### config.mk
export PLATFORM = sky130hd
export DESIGN_NAME = bt_radio
export DESIGN_NICKNAME = d
export VERILOG_FILES = /design/src/rtl/bt_radio.sv
export SDC_FILE = /design/constraint.sdc
export NUM_CORES = 1
export LEC_CHECK = 0
export ABC_AREA = 1
export BUFFER_PORTS_ARGS = -buffer_cell sky130_fd_sc_hd__buf_2
export CAP_MARGIN = 40
export CORE_UTILIZATION = 36
export CTS_CLUSTER_SIZE = 12
export DETAILED_ROUTE_END_ITERATION = 10
export GPL_TIMING_DRIVEN = 0
export PLACE_DENSITY = 0.81
export SYNTH_ARGS = -nofsm -noshare
export SYNTH_HDL_FRONTEND = slang
export SYNTH_SLANG_ARGS = --single-unit
### constraint.sdc
create_clock -name clk_6M -period 1.5 [get_ports clk_6M]
set_clock_uncertainty 0.2 [all_clocks]
set_input_delay 0.3 -clock clk_6M [delete_from_list [all_inputs] [get_ports clk_6M]]
set_output_delay 0.3 -clock clk_6M [all_outputs]
set_load 0.02 [all_outputs]
### src/rtl/bt_radio.sv
// Behavioural 2.4 GHz Bluetooth radio front-end model.
// Holds a synthesiser channel and gates the 1 Mb/s TX bitstream onto the air.
// Peer air bits reach the LC only when RX is enabled, the synth is locked and the
// peer channel matches ours.
module bt_radio #(
  parameter int         PLL_LOCK_US = 0,
  parameter int         BIT_DLY_US  = 1,
  parameter logic [6:0] NOCH        = 7'd127
) (
  input  logic        clk_6M,
  input  logic        rstz,
  input  logic        p_1us,
  input  logic        connsactive,
  input  logic [27:0] CLK,
  input  logic        txbitin,
  input  logic        rxbitin,
  input  logic        txen,
  input  logic        rxen,
  input  logic [6:0]  lc_fk,
  input  logic [6:0]  rxfk,
  input  logic        loadfreq_p,
  output logic        txbitout,
  output logic        rxbitout,
  output logic [6:0]  txfk
);

  localparam int               CNT_W    = (PLL_LOCK_US < 2) ? 1 : $clog2(PLL_LOCK_US + 1);
  localparam logic [CNT_W-1:0] LOCK_TGT = CNT_W'(PLL_LOCK_US);
  localparam logic [6:0]       MAX_CH   = 7'd78;

  logic [6:0]            synth_fk_q, synth_fk_d;
  logic                  locked_q, locked_d;
  logic [CNT_W-1:0]      lock_cnt_q, lock_cnt_d;
  logic [BIT_DLY_US-1:0] tx_dly_q, tx_dly_d;
  logic [BIT_DLY_US-1:0] rx_dly_q, rx_dly_d;
  logic                  synth_legal;
  logic                  tx_ok;
  logic                  rx_ok;

  // Connection state and native clock are carried on the interface only.
  logic unused_inputs;
  assign unused_inputs = ^{connsactive, CLK};

  // Path gating: the receive side also demands the peer is on a legal channel.
  always_comb begin
    synth_legal = (synth_fk_q <= MAX_CH);
    tx_ok       = txen & locked_q;
    rx_ok       = rxen & locked_q & (rxfk == synth_fk_q) & (rxfk <= MAX_CH);
  end

  // Synthesiser: a load restarts the settle count; an illegal channel never locks.
  always_comb begin
    synth_fk_d = synth_fk_q;
    locked_d   = locked_q;
    lock_cnt_d = lock_cnt_q;
    if (loadfreq_p) begin
      synth_fk_d = lc_fk;
      locked_d   = 1'b0;
      lock_cnt_d = '0;
    end else if (!locked_q && synth_legal) begin
      if (lock_cnt_q == LOCK_TGT) begin
        locked_d = 1'b1;
      end else if (p_1us) begin
        lock_cnt_d = lock_cnt_q + CNT_W'(1);
      end
    end
  end

  // Air-latency delay lines advance on the bit clock; gated-off paths shift in zeros.
  always_comb begin
    tx_dly_d = tx_dly_q;
    rx_dly_d = rx_dly_q;
    if (p_1us) begin
      tx_dly_d[0] = tx_ok & txbitin;
      rx_dly_d[0] = rx_ok & rxbitin;
      for (int i = 1; i < BIT_DLY_US; i++) begin
        tx_dly_d[i] = tx_dly_q[i-1];
        rx_dly_d[i] = rx_dly_q[i-1];
      end
    end
  end

  // State registers; everything clears so no unknown value ever reaches the air.
  always_ff @(posedge clk_6M or negedge rstz) begin
    if (!rstz) begin
      synth_fk_q <= NOCH;
      locked_q   <= 1'b0;
      lock_cnt_q <= '0;
      tx_dly_q   <= '0;
      rx_dly_q   <= '0;
    end else begin
      synth_fk_q <= synth_fk_d;
      locked_q   <= locked_d;
      lock_cnt_q <= lock_cnt_d;
      tx_dly_q   <= tx_dly_d;
      rx_dly_q   <= rx_dly_d;
    end
  end

  // Outputs: line tails, and the on-air channel advertised only while transmitting.
  always_comb begin
    txbitout = tx_dly_q[BIT_DLY_US-1];
    rxbitout = rx_dly_q[BIT_DLY_US-1];
    txfk     = tx_ok ? synth_fk_q : NOCH;
  end

endmodule

==> qor.csv, run 1 <==
metric,value,unit
status,"complete, but fails checks",
failing checks,setup timing,
Commonest cells post-synth,"nand2_1, inv_1, o21ai_0",
IO Port Bufs,30,
dpl cells,154,
DRC,0,
# rows,14,
internal power,0.544,mW
Ys Warns,0,
clk root buf,clkbuf_4,
Reg-to-Reg End,rxbitout,
CP Data Arrival Time,1.09,ns
Routed Antenna Nets,0,
clock tree sinks,11,
dpl hpwl,1.27,mm
"top cells by area, synth","dfstp_2, nand2_1, dfrtp_1",
cell taking the most area after synthesis,dfstp_2,
Setup crit end kind,primary output,
TritonCTS clock tree,done,
pwr/cell area,805,nW/um^2
HP Class,input port to flip-flop,
Clock Latency Late Sink,0.29,ns
Post-synth ARST share,100,%
# setup viols final,7,
global-route usage over all layers,24.3,%
Pre-antenna DRT Iters,4,
most frequent cell after synthesis,nand2_1,
Max-Slew Margin vs Limit,82.9,%
Bufs on Longest Clock Path,2,
sequential area share after synthesis,43.8,%
synthesized instance count,100,
Fmax achieved,630,MHz
peak supply drop,681,uV
syn avg cell area,6.48,um^2
routability cong.,0.778,
WL final,2.05,mm
CTS Buf Count,3,
IO Pins,60,
routed vias,795,
clock-pin slew on the worst setup and hold paths,0.08,ns
share of post-route cells with drive strength above 1,45.9,%
slew of the pin with the lowest slew margin,0.257,ns
Pleak,0.565,nW
Synth top area share,28.4,%
synthesized net count,151,
Fillers,130,
Net Switching,0.266,mW
Max Cap Viol,0,
area occupied by multi-input gates,297,um^2
fin cells,170,
cell area after synthesis,648,um^2
DR vias/cell,4.68,
critical path type,flip-flop to primary output,
Die Y,44.4,um
Sw Share,32.8,%
Post-synth top flop,dfstp_2,
Seq pwr share,42.8,%
final core occ,63.1,%
largest net degree at the start of global routing,12,
critical path data required time,1.00,ns
vias in the first global route,764,
die area,1970,um^2
sequential cell area,284,um^2
critical-path maximum fanout,3,
Crit. Startpoint,synth_fk_q[5],
initial antenna violation count,0,
crit path launch type,flip-flop,
Clk network pwr share,27.9,%
post-route minimum period,1.59,ns
WL/cell,12.1,um
Seq cells post-synth,11,
length in cells of the worst reg-to-reg path,7,
max-slew violation count,0,
Worst R2R Setup Slack,0.07,ns
Iter 0 DRT Violations,24,
setup ws final,-0.0884,ns
GRT overflow,0,
Layout Nets,198,
n_diodes,0,
crit path to,txfk[5],
Initial Util,40.7,%
Final Cycle Share,106,%
Final Hold Fails,0,
first-pass GRT wire length,3.32,mm
Gate power share,29.4,%
Yosys cell types,16,
core region area,1590,um^2
Post-synth EDFFs,0,
Reg-to-Reg Start,synth_fk_q[6],
number of H-tree levels,1,
Area growth syn-to-layout,55.2,%
unrepaired setup endpoints after global routing,yes,
die width,44.4,um
worst min-delay path by stage:
| stage | cells after the start | from | endpoint | slack [ns] |
|---|---|---|---|---|
| finish | 3 | lc_fk[2] | synth_fk_q[2] | 0.02 |
| global route | 3 | lc_fk[6] | synth_fk_q[6] | 0.03 |
| CTS | 3 | lc_fk[5] | synth_fk_q[5] | 0.02 |
| detailed placement | 1 | rstz | locked_q | -0.01 |
| global placement | 1 | rstz | locked_q | -0.02 |
| floorplan | 0 | rstz | lock_cnt_q | -0.20 |
metrics by stage:
step                cell area, um^2  worst slack [ns]  hold slack (ns)  TNS, ns  power (mW)
floorplan                       648             0.278           -0.196        0       0.442
global placement                828             0.158          -0.0211        0       0.506
detailed placement              828             0.116          -0.0143        0       0.514
CTS                            1010           -0.0593           0.0205   -0.337       0.798
global route                   1010            -0.109           0.0284   -0.649       0.851
finish                         1010           -0.0884           0.0185   -0.470       0.810
cell usage in the layout, fill, tap and decap left out, drive strengths merged:
master	count
inv	20
clkbuf	4
nand3	3
nand2	46
dfstp	7
nor3	1
dlygate4sd3	1
or2	1
buf	42
a21oi	2
nor2	5
dfrtp	4
o21ai	9
nand4	1
power groups by stage:
stage / Combinational (mW) / Clock [mW] / Sequential, mW
finish: 0.238 / 0.226 / 0.346
global route: 0.260 / 0.243 / 0.348
CTS: 0.230 / 0.224 / 0.345
detailed placement: 0.161 / 0 / 0.354
global placement: 0.155 / 0 / 0.351
floorplan: 0.0908 / 0 / 0.351
registers in the layout (all words and copies together) (netlist names):
name        count
txbitout        1
rxbitout        1
synth_fk_q      7
lock_cnt_q      1
locked_q        1
final cells by class:
type	instances	area share (%)
Buffer	1	0.498
Sequential cell	11	28.2
Inverter	20	7.71
Clock buffer	4	2.61
Timing Repair Buffer	42	28.5
Multi-Input combinational cell	68	29.5
Tap cell	24	2.99
critical path: stages, from the launching register on:
cell and delay (ns):
dfstp_2 0.56, inv_2 0.05, nand2_1 0.07, buf_6 0.12
metal layers:
| layer | GRT usage, % | vias up | wire length, um |
|---|---|---|---|
| met1 | 27.6 | 369 | 845 |
| met5 | 0 | - | 0 |
| met3 | 8.16 | 7 | 101 |
| met2 | 40.3 | 30 | 1050 |
| met4 | 12.7 | 0 | 51 |
| li1 | - | 389 | - |
logic make-up after synthesis:
group | Yosys count | synth area share, %
AO/OA/AOI/OAI | 11 | 8.49
flip-flops | 11 | 43.8
AND/OR/NAND/NOR | 57 | 35.3
buffers and inverters | 21 | 12.4
timing repair:
action                                 4_1_cts  5_1_grt
endpoints found under the hold margin       11        0
setup endpoints to repair                    7        7
pin swaps                                    5        0
setup buffers                               11        0
gates resized for setup                     25        0
hold buffers                                 1        0
Power figures use the tool's default switching activity.
==> inputs of run 2 (changes only) <==
Settings changed: CORE_UTILIZATION 36 to 37, CTS_BUF_LIST set to sky130_fd_sc_hd__clkbuf_2 sky130_fd_sc_hd__clkbuf_4 sky130_fd_sc_hd__clkbuf_8, PLACE_DENSITY 0.81 to 0.82.
==> qor.csv, run 2 (synthesis results as in run 1) <==
metric,value,unit
status,"complete, but fails checks",
failing checks,"DRC, setup timing",
WP buf/inv,2,
Fmax achieved,635,MHz
core region area,1580,um^2
Setup crit end kind,primary output,
die area,1920,um^2
Fillers,126,
WL final,2.10,mm
cell family with the largest share of critical-path delay,flip-flops,
crit path launch type,flip-flop,
CTS Buf Count,3,
hold depth,3,
TritonCTS clock tree,done,
DRC,2,
Clock Latency Late Sink,0.27,ns
first-pass GRT wire length,3.46,mm
register bank with the most flops,synth_fk_q,
number of H-tree levels,1,
vias in the first global route,812,
Iter 0 DRT Violations,39,
"most common cell after layout, fill and taps aside",nand2_1,
share of post-route cells with drive strength above 1,51.7,%
WL/cell,12.7,um
Pre-antenna DRT Iters,7,
Routed Antenna Nets,0,
largest net degree at the start of global routing,12,
CP cell instances,"nand2_2, inv_4, nand2_2, buf_6",
pwr/cell area,784,nW/um^2
Final Cycle Share,105,%
clock tree sinks,11,
DR vias/cell,5.01,
slew of the pin with the lowest slew margin,0.253,ns
Die Y,43.9,um
peak supply drop,491,uV
max reg flops,7,
"Power, Total",0.815,mW
Max Cap Viol,0,
max-slew violation count,0,
cell area after layout,1040,um^2
Bufs on Longest Clock Path,2,
routed vias,827,
final core occ,66.0,%
Initial Util,41.1,%
Worst path depth,4,
HP Class,input port to flip-flop,
unrepaired setup endpoints after global routing,yes,
IO Port Bufs,30,
initial antenna violation count,0,
Max-Slew Margin vs Limit,83.1,%
CP dominant cell by count,nand2_2,
die width,43.9,um
Area growth syn-to-layout,60.4,%
dpl hpwl,1.26,mm
CP max stage cell,dfrtp_1,
Layout Nets,201,
clk root buf,clkbuf_4,
clock-pin slew on the worst setup and hold paths,0.08,ns
critical-path maximum fanout,7,
# rows,14,
post-route minimum period,1.57,ns
GRT overflow,0,
length in cells of the worst reg-to-reg path,6,
pre-CTS setup slack,0.154,ns
Post-Place Cell Area,818,um^2
# setup viols final,7,
most frequent cells in the layout,"nand2_1, buf_2, buf_4",
IO Pins,60,
routability cong.,0.824,
critical path type,flip-flop to primary output,
Min Hold Slack,0.0362,ns
Pleak,0.585,nW
Final Hold Fails,0,
CP peak stage delay,0.39,ns
setup ws final,-0.0736,ns
critical path data required time,1.00,ns
CP Data Arrival Time,1.07,ns
global-route usage over all layers,24.2,%
n_diodes,0,
==> run 2: path summary, 6_finish.rpt <==
path	start	slack, ns	to
worst max-delay path	locked_q	-0.07	txfk[5]
worst min-delay path	lc_fk[6]	0.04	synth_fk_q[6]
worst max register to register	synth_fk_q[2]	0.09	locked_q
worst min register to register	rxbitout	0.28	rxbitout
max in group asynchronous	rstz	0.61	synth_fk_q[0]
min in group asynchronous	rstz	0.23	lock_cnt_q
==> run 2: metrics by stage <==
stage / std cells / TNS (ns)
after floorplan: 100 / 0
after global placement: 146 / 0
after detailed placement: 146 / 0
after CTS: 165 / -0.172
after global routing: 165 / -0.694
final: 165 / -0.457
==> run 2: power by group <==
group / internal, mW / switching, mW / total, mW
combinational: 0.123 / 0.137 / 0.260
clock: 0.0987 / 0.108 / 0.206
sequential: 0.331 / 0.0174 / 0.348
==> run 2: cell type report <==
| class | instances | area [um^2] | area share, % |
|---|---|---|---|
| timing repair buffer | 45 | 317 | 30.4 |
| multi-input combinational | 68 | 309 | 29.7 |
| sequential | 11 | 284 | 27.3 |
| inverter | 20 | 77.6 | 7.46 |
| clock buffer | 3 | 22.5 | 2.17 |
| tap | 16 | 20.0 | 1.93 |
| clock inverter | 1 | 5.00 | 0.481 |
| buffer | 1 | 5.00 | 0.481 |
==> run 2: worst reg2reg max path, delay by kind of cell, from the launching register on <==
family | cells | cell delay (ns)
and+or+nand+nor | 3 | 0.22
buffers and inverters | 1 | 0.12
AOI/OAI and AO/OA | 2 | 0.20
DFF | 1 | 0.56
==> run 2: repair_timing <==
| item | in CTS | in global routing |
|---|---|---|
| gates resized for setup | 28 | 5 |
| endpoints found under the hold margin | 11 | 0 |
| hold buffers | 1 | 0 |
| gates cloned | 0 | 0 |
| pin swaps | 1 | 5 |
| buffers inserted | 14 | 0 |
| endpoints found under the setup margin | 7 | 8 |
==> run 2: metal layers <==
metal  GRT usage, %  vias to the layer above  wire, um
met5              0                        -         0
met4           11.5                        0        40
met3           3.33                        6       122
met2           39.7                       40      1010
met1           31.5                      387       932
li1               -                      394         -
==> inputs of run 3 (changes only) <==
Settings changed: ABC_AREA 1 to not set, CORE_UTILIZATION 37 to 36, PLACE_DENSITY 0.82 to 0.83, SETUP_SLACK_MARGIN set to 0.02.
==> qor.csv, run 3 <==
metric,value,unit
DRC,0,
number of H-tree levels,1,
status,"complete, but fails checks",
critical-path maximum fanout,8,
Worst R2R Setup Slack,0.06,ns
Commonest cells post-synth,"dfstp_2, mux2_2, inv_1",
synthesized instance count,53,
slew of the pin with the lowest slew margin,0.243,ns
routability cong.,0.817,
Pleak,0.401,nW
Layout Nets,140,
CP Data Arrival Time,1.12,ns
Routed Antenna Nets,0,
Reg-to-Reg End,rxbitout,
Area growth syn-to-layout,48.1,%
most frequent cells in the layout,"buf_2, mux2_2, buf_6, dfstp_2",
Die Y,42.4,um
Iter 0 DRT Violations,4,
share of post-route cells with drive strength above 1,65.9,%
die width,42.4,um
crit path launch type,flip-flop,
post-route minimum period,1.62,ns
synthesized net count,104,
setup ws final,-0.121,ns
Pre-antenna DRT Iters,4,
cell taking the most area after synthesis,dfstp_2,
register bank with the most flops,synth_fk_q,
WL/cell,13.8,um
cell area after synthesis,588,um^2
max-slew violation count,0,
max reg flops,7,
failing checks,setup timing,
Seq cells post-synth,11,
TritonCTS clock tree,done,
Fillers,136,
Initial Util,38.6,%
unrepaired setup endpoints after global routing,yes,
WL final,1.43,mm
clock-pin slew on the worst setup and hold paths,0.07,ns
IO Pins,60,
vias in the first global route,574,
Synth top area share,31.3,%
Post-synth top flop,dfstp_2,
Crit. Startpoint,locked_q,
Final Cycle Share,108,%
routed vias,525,
initial antenna violation count,0,
HP Class,input port to flip-flop,
core region area,1520,um^2
DR vias/cell,5.05,
sequential cell area,284,um^2
# rows,14,
"top cells by area, synth","dfstp_2, dfrtp_1, mux2_2",
largest net degree at the start of global routing,12,
peak supply drop,618,uV
Max Cap Viol,0,
Reg-to-Reg Start,synth_fk_q[0],
n_diodes,0,
# setup viols final,7,
GRT overflow,0,
syn avg cell area,11.1,um^2
IO Port Bufs,29,
clock tree sinks,11,
die area,1800,um^2
Clock Latency Late Sink,0.26,ns
sequential area share after synthesis,48.3,%
clk root buf,clkbuf_4,
pwr/cell area,871,nW/um^2
Yosys cell types,20,
CTS Buf Count,3,
Setup crit end kind,primary output,
area occupied by multi-input gates,307,um^2
critical path type,flip-flop to primary output,
length in cells of the worst reg-to-reg path,4,
Post-synth ARST share,100,%
setup TNS,-0.795,ns
first-pass GRT wire length,2.35,mm
Max-Slew Margin vs Limit,83.7,%
Ys Warns,0,
crit path to,txfk[1],
Post-synth EDFFs,0,
critical path data required time,1.00,ns
final core occ,57.1,%
global-route usage over all layers,17.4,%
"most common cell after layout, fill and taps aside",buf_2,
Final Hold Fails,0,
Bufs on Longest Clock Path,2,
Fmax achieved,617,MHz
==> run 3: cell count changes in the layout (fill, tap and decap cells not counted), moves of 2 or more <==
cell | previous run | this run
inv_1 | 11 | 5
inv_2 | 8 | 0
xor2_1 | 0 | 4
xnor2_1 | 0 | 2
nand4_1 | 1 | 3
nand2_1 | 35 | 1
nand2_2 | 11 | 0
buf_6 | 9 | 7
nor2_1 | 4 | 2
nand3_1 | 3 | 0
mux2_2 | 0 | 7
buf_4 | 12 | 1
or2_4 | 0 | 5
o21ai_0 | 8 | 0
==> run 3: logic make-up after synthesis <==
group           synth area share (%)
compound gates                  9.58
xor+xnor                        8.94
buf+inv                         4.04
flops                           48.3
mux                             13.4
simple gates                    15.7
==> run 3: critical path, stage by stage, from the launching register on <==
cell and delay [ns]:
dfrtp_1 0.39, nand2_4 0.10, or2_4 0.24, buf_6 0.13
==> run 3: worst min-delay path by stage <==
stage / cells past startpoint / end / slack, ns / start
2_1_floorplan: 0 / lock_cnt_q / -0.20 / rstz
5_1_grt: 2 / synth_fk_q[6] / 0.05 / lc_fk[6]
3_3_place_gp: 1 / txbitout / -0.03 / rstz
3_5_place_dp: 1 / txbitout / -0.02 / rstz
6_report: 2 / synth_fk_q[0] / 0.07 / lc_fk[0]
4_1_cts: 2 / synth_fk_q[1] / 0.06 / lc_fk[1]
==> run 3: repair_timing <==
| action | CTS | global route |
|---|---|---|
| endpoints found under the hold margin | 11 | 0 |
| gates resized for setup | 19 | 3 |
| pin swaps | 1 | 2 |
| buffers inserted | 1 | 0 |
| endpoints found under the setup margin | 7 | 9 |
| hold buffers | 1 | 0 |
==> run 3: area by class of cell <==
class / instances / area share [%]
Multi-Input combinational cell: 36 / 35.2
Sequential cell: 11 / 32.6
Timing Repair Buffer: 31 / 23.7
Clock buffer: 4 / 3.45
Tap cell: 16 / 2.30
Inverter: 5 / 2.16
Buffer: 1 / 0.575
==> run 3: through the flow <==
step           hold slack (ns)  instance area (um^2)  std cells  power (mW)  setup slack [ns]
6_report                0.0652                   871        104       0.758            -0.121
2_1_floorplan           -0.196                   588         53       0.443             0.174
5_1_grt                 0.0534                   871        104       0.795            -0.166
4_1_cts                 0.0633                   860        104       0.755            -0.131
3_3_place_gp           -0.0252                   753         98       0.499           -0.0354
3_5_place_dp           -0.0180                   753         98       0.509           -0.0228
==> run 3: power breakdown <==
part	internal (mW)	switching, mW	leakage (nW)
combinational	0.0949	0.0813	0.255
sequential	0.335	0.0277	0.127
clock	0.121	0.0985	0.0184
==> run 3: routing by layer <==
layer / global-route usage (%) / routed length, um / up-vias
li1: - / - / 256
met4: 8.13 / 14 / 0
met2: 29.8 / 720 / 27
met3: 3.02 / 106 / 2
met5: 0 / 0 / -
met1: 20.8 / 588 / 240
